`src/rtl/key_input_pio.sv`:
```
// rtl/key_input_pio.sv - debounced push-button input port with Avalon-MM register access
module key_input_pio #(
    parameter int WIDTH           = 4,
    parameter int DEBOUNCE_CYCLES = 500000
) (
    input  logic             clk_50,
    input  logic             global_reset_n,
    input  logic [WIDTH-1:0] key_n,
    input  logic [1:0]       avs_address,
    input  logic             avs_read,
    input  logic             avs_write,
    input  logic [31:0]      avs_writedata,
    output logic [31:0]      avs_readdata,
    output logic             irq
);
    localparam int            CW      = $clog2(DEBOUNCE_CYCLES);
    localparam logic [CW-1:0] CNT_MAX = CW'(DEBOUNCE_CYCLES - 1);

    logic [WIDTH-1:0] sync1_q, sync2_q;
    logic [WIDTH-1:0] state_q, state_d;
    logic [CW-1:0]    cnt_q [WIDTH];
    logic [CW-1:0]    cnt_d [WIDTH];
    logic [WIDTH-1:0] mask_q, mask_d;
    logic [WIDTH-1:0] edge_q, edge_d;
    logic [15:0]      count_q, count_d;
    logic [31:0]      rdata_q, rdata_d;
    logic [WIDTH-1:0] press;
    logic [4:0]       press_cnt;
    logic             wr_mask, wr_edge, wr_count;
    logic             unused_wdata;

    assign unused_wdata = ^avs_writedata;

    assign wr_mask  = avs_write && (avs_address == 2'd1);
    assign wr_edge  = avs_write && (avs_address == 2'd2);
    assign wr_count = avs_write && (avs_address == 2'd3);

    // A key only changes accepted state after DEBOUNCE_CYCLES consecutive disagreeing samples.
    always_comb begin
        state_d = state_q;
        for (int i = 0; i < WIDTH; i++) begin
            cnt_d[i] = '0;
            if (sync2_q[i] != state_q[i]) begin
                if (cnt_q[i] == CNT_MAX) begin
                    state_d[i] = sync2_q[i];
                end else begin
                    cnt_d[i] = cnt_q[i] + CW'(1);
                end
            end
        end
    end

    assign press = state_d & ~state_q;

    always_comb begin
        press_cnt = '0;
        for (int i = 0; i < WIDTH; i++) begin
            press_cnt = press_cnt + 5'(press[i]);
        end
    end

    // Same-cycle press beats the write-one-to-clear; a count clear still keeps this cycle's presses.
    always_comb begin
        mask_d  = wr_mask ? avs_writedata[WIDTH-1:0] : mask_q;
        edge_d  = (edge_q & ~(wr_edge ? avs_writedata[WIDTH-1:0] : {WIDTH{1'b0}})) | press;
        count_d = (wr_count ? 16'd0 : count_q) + 16'(press_cnt);
    end

    always_comb begin
        rdata_d = rdata_q;
        if (avs_read) begin
            case (avs_address)
                2'd0:    rdata_d = 32'(state_q);
                2'd1:    rdata_d = 32'(mask_q);
                2'd2:    rdata_d = 32'(edge_q);
                default: rdata_d = {16'd0, count_q};
            endcase
        end
    end

    always_ff @(posedge clk_50 or negedge global_reset_n) begin
        if (!global_reset_n) begin
            sync1_q <= '0;
            sync2_q <= '0;
            state_q <= '0;
            for (int i = 0; i < WIDTH; i++) begin
                cnt_q[i] <= '0;
            end
            mask_q  <= '0;
            edge_q  <= '0;
            count_q <= '0;
            rdata_q <= '0;
        end else begin
            sync1_q <= ~key_n;
            sync2_q <= sync1_q;
            state_q <= state_d;
            for (int i = 0; i < WIDTH; i++) begin
                cnt_q[i] <= cnt_d[i];
            end
            mask_q  <= mask_d;
            edge_q  <= edge_d;
            count_q <= count_d;
            rdata_q <= rdata_d;
        end
    end

    assign avs_readdata = rdata_q;
    assign irq          = |(edge_q & mask_q);

endmodule

```
`config.mk`:
```
export PLATFORM = sky130hd
export DESIGN_NAME = key_input_pio
export DESIGN_NICKNAME = d
export VERILOG_FILES = /design/src/rtl/key_input_pio.sv
export SDC_FILE = /design/constraint.sdc
export NUM_CORES = 1
export LEC_CHECK = 0
export CAP_MARGIN = 5
export CELL_PAD_IN_SITES_DETAIL_PLACEMENT = 1
export CELL_PAD_IN_SITES_GLOBAL_PLACEMENT = 1
export CORE_MARGIN = 2
export CORE_UTILIZATION = 35
export CTS_CLUSTER_DIAMETER = 50
export CTS_CLUSTER_SIZE = 28
export DETAILED_ROUTE_END_ITERATION = 8
export PLACE_DENSITY = 0.64
export SETUP_SLACK_MARGIN = 0.05
export SLEW_MARGIN = 10
export SYNTH_ARGS = -nofsm -noshare
export SYNTH_HDL_FRONTEND = slang
export SYNTH_SLANG_ARGS = --single-unit
```
`constraint.sdc`:
```
create_clock -name clk_50 -period 3.9 [get_ports clk_50]
set_clock_uncertainty 0.2 [all_clocks]
set_input_delay 0.78 -clock clk_50 [delete_from_list [all_inputs] [get_ports clk_50]]
set_output_delay 0.78 -clock clk_50 [all_outputs]
set_load 0.01 [all_outputs]
```
**After elaboration in Yosys (flattened, before gate mapping)**

Index checks and enable logic that the tools add are counted.
W data, S select, Z words.

- Add/sub/neg operators: 8
- Equal/unequal tests: 11
- Multiplexer cells: 19
- Bitwise gates (word level): 7
- Reductions and logical operators: 5

Operator list:

| operator | number |
|---|---|
| $mux W19 | 8 |
| $add A19 B1 Y19 const B | 4 |
| $eq A19 B19 Y1 const B | 4 |
| $pmux W16 S3 | 1 |
| $add A16 B4 Y16 | 1 |
| $mux W16 | 1 |
| $and A4 B4 Y4 | 3 |
| $not A4 Y4 | 3 |
| $mux W1 | 8 |
| $add A3 B1 Y4 | 1 |
| $eq A2 B2 Y1 const B | 2 |
| $mux W4 | 1 |
| $ne A1 B1 Y1 | 4 |
| $or A4 B4 Y4 | 1 |
| $reduce_or A4 Y1 | 1 |
| $add A2 B1 Y3 | 1 |
| $logic_and A1 B1 Y1 | 3 |
| $add A1 B1 Y2 | 1 |
| $eq A2 B1 Y1 const B | 1 |
| $logic_not A2 Y1 | 1 |

- Flip-flop bits (word level): 144
- Bits of input ports: 42
- Output and inout port bits: 33
- Word-level logic and storage cells: 61

**Longest topological paths before layout**

- Depth in word-level cells: 8
- Gate-level depth with buffers: 13
- Gate-level depth less buffers: 13

**Worst setup path after synthesis**

OpenSTA, ideal clock, no wires.

- Path kind: reg2reg
- Start point: register cnt_q[0] in the netlist's numbering
- End point: register count_q[8]
- Setup time: 0.132 ns
- Arrival: 3.096 ns
- Data required time: 3.568 ns
- Path slack: 0.472 ns
- Cell stages (with the launch flop): 14
- Buffers on the path: 0
- Period minus slack after synthesis: 3.428 ns
- Cells stage by stage: dfrtp_1 ha_1 nand2_1 or2_2 or3_1 nor2_1 fa_1 fa_1 inv_1 fa_1 nand3b_1 nor3_1 xnor2_1 nor2_1

- Cells in the longest elaborated chain, start to end: 6

RTL lines:

| element | RTL line | source |
|---|---|---|
| from (decl) | 21 | `logic [CW-1:0] cnt_q [WIDTH];` |
| from (signal, indexed assignment) | 98 | `cnt_q[i] <= cnt_d[i];` |
| $eq A19 B19 Y1 | 44 | `if (cnt_q[i] == CNT_MAX) begin` |
| $mux W1 | 44 |  |
| $mux W1 | 43 | `if (sync2_q[i] != state_q[i]) begin` |
| $and A4 B4 Y4 | 53 | `assign press = state_d & ~state_q;` |
| $add A3 B1 Y4 | 58 | `press_cnt = press_cnt + 5'(press[i]);` |
| $add A16 B4 Y16 | 66 | `count_d = (wr_count ? 16'd0 : count_q) + 16'(press_cnt);` |
| named net count_d[8] | 25 | `logic [15:0] count_q, count_d;` |
| to (signal assigned) | 102 | `count_q <= count_d;` |
| to (decl) | 25 |  |

The timed path passes the listed nets, and every way through them passes these cells.
A chain may end at the register's enable or synchronous reset.

**Final worst setup path**

- Start point: register cnt_q[6] in the netlist's numbering
- End point: register count_q[8]

The elaborated chain is that of the path after synthesis.

==> flow_summary.yaml <==
outcome:
  outcome: "completed"
placed_design:
  dp_hpwl_mm: 10.4
  gp_congestion: 0.783
  place_area_sq_mm: 0.00692
  port_buffers: 30
synthesis:
  synth_edf_count: 0
  synth.area.top_cells: "dfrtp_1, xnor2_1, xor2_1"
  synthCells: 636
  ys_types: 47
  yosys.area.top_type_share: 0.506
  synth_warnings: 0
  synth.avg_cell_area_sq_um: 9.95
  syn-cell-area_sq_mm: 0.00633
  yosysTopAreaCell: "dfrtp_1"
  yosys_most_used_dff: "dfrtp_1"
  yosysMostFrequentCell: "dfrtp_1"
  ys_async_sr_fraction: 1.00
  ys_seq_area_frac: 0.506
  synth_common_cells: "dfrtp_1, nor2_1, nand2_1"
  synth.ff_latch_count: 128
power:
  cellPowerDensity_mw_per_mm2: 428
  power_leakage_uw: 0.00317
  peakVddDrop_mv: 0.289
clock_tree:
  clk_latency_ps: 410
  cts_root_buf: "clkbuf_16"
  clkTransAtPathRegs_ps: 60
  clkSinkCount: 128
  tritoncts: "done"
  numCtsBuffers: 17
  cts_buffer_depth: 2
  post_cts_buffers: 0
  htree_levels: 4
  hold_buffers: 0
timing:
  max_slew_margin: 0.579
  fmax_mhz: 273
  tns_ps: 0
  finalSetupViolCount: 0
  fin_crit_ps: 3660
  rsz0062_at_grt: "no"
  worst_slew_pin_slew_ps: 625
  slew_violations: 0
  min_period_over_period: 0.938
  final_hold_viol_count: 0
  whs_ps: 91.8
die:
  dieArea_sq_mm: 0.0192
  io_pins: 75
  rows: 49
  initial_core_util: 0.355
  core_area_sq_mm: 0.0178
  fp.dieW_um: 138
  fp.dieH_um: 138
detailed_routing:
  viasPerCell: 5.17
  ant_nets: 0
  first_pass_iters: 7
  wl_per_cell_um: 16.3
  routed_wl_mm: 15.1
  vias: 4788
  drt_iter0_drc: 184
  drcViolationCount: 0
setup_path:
  critPathLaunchType: "flop"
  path_max_fanout: 6
  critPathCaptureType: "flop"
  reg2reg_to: "count_q[8]"
  regToRegSetupSlack_ps: 240
  path_class: "reg2reg"
  crit_arrival_ps: 3740
  required_ps: 3980
  worst_r2r_path_depth: 12
  timing.rr.start: "cnt_q[6]"
flow_run:
  maxCapViolCount: 0
global_route:
  grt_pass1_vias: 5195
  grt_max_degree: 56
  antenna_found_initial: 0
  grt_usage: 0.167
  grt.overflow.total: 0
  grt_pass1_wl_mm: 26.1
final_layout:
  fin_area_sq_mm: 0.00761
  final_util: 0.427
  nets: 734
  synthToLayoutAreaGrowth_pct: 20.3
  diodes: 0
  drive_gt1_frac: 0.112
min_path:
  hold_path.class: "in2async"
[critical path, stage by stage, from the launching register on]
cell	delay [ps]
dfrtp_1	460
nor4_2	350
nand4b_1	180
or3_1	400
nor2_1	170
fa_1	460
fa_1	490
inv_1	90
fa_1	230
nand3b_1	220
nor3_2	70
xnor2_1	140
nor2_1	60
[worst max-delay path by stage]
stage / from / to / slack [ps] / depth (start not counted)
CTS: cnt_q[68] / count_q[8] / 100 / 12
finish: cnt_q[6] / count_q[8] / 240 / 12
global placement: cnt_q[1] / count_q[8] / 200 / 13
detailed placement: cnt_q[68] / count_q[8] / 150 / 12
global route: cnt_q[68] / count_q[8] / 30 / 12
floorplan: cnt_q[0] / count_q[8] / 470 / 13
[flip-flops by register name, summed over array words and instances, names as in the netlist]
name / flops
cnt_q: 76
mask_q: 4
sync1_q: 4
sync2_q: 4
avs_readdata: 16
edge_q: 4
state_q: 4
count_q: 16
[power by group]
part | switching, uW | internal (uW)
sequential | 25.0 | 1360
combinational | 87.7 | 56.6
clock | 609 | 1120
total | 721 | 2540
[per-stage QoR]
stage	power, uW	setup WS [ps]	instances
floorplan	1480	472	651
global placement	1540	202	894
detailed placement	1550	145	894
CTS	3310	104	926
global route	3390	31.8	926
finish	3260	243	926
[cells in the final DEF, fill, tap and decap left out, drive strengths merged, types with 12 or more instances in the layout]
master	instances
or3	13
nor3	12
buf	17
nand2	58
inv	31
clkbuf	20
conb	16
nand3	33
xnor2	33
nor2	67
xor2	29
nand4	27
dfrtp	128
a21oi	22
clkdlybuf4s50	29
nor4	16
or4	13
o21ai	37
[cell families after synthesis]
kind of cell               Yosys count  share of synthesized area
DFF                                128                      0.506
AOI/OAI and AO/OA                   74                     0.0664
muxes                               15                     0.0332
adders and majority gates            8                     0.0194
and+or+nand+nor                    287                      0.242
xor gates and xnor gates            62                     0.0858
buffers and inverters               61                     0.0465
other                                1                   0.000593
[final cells by class]
type	count	area [sq um]
inverter	29	109
multi-input combinational	462	2940
clock inverter	12	179
clock buffer	20	467
fill	1974	10200
sequential	128	3200
timing repair buffer	46	430
tap	229	287
[metal layers]
metal,global-route usage,share of wire,vias up
li1,-,-,2298
met1,0.213,0.45,2428
met2,0.282,0.51,51
met3,0.0409,0.022,11
met4,0.0494,0.012,0
met5,0,0,-
[repair_timing]
action / CTS / global route
gates resized for setup: 0 / 10
endpoints found under the setup margin: 0 / 11
endpoints found under the hold margin: 0 / 0
No activity file was read; power rests on OpenSTA's default activity.
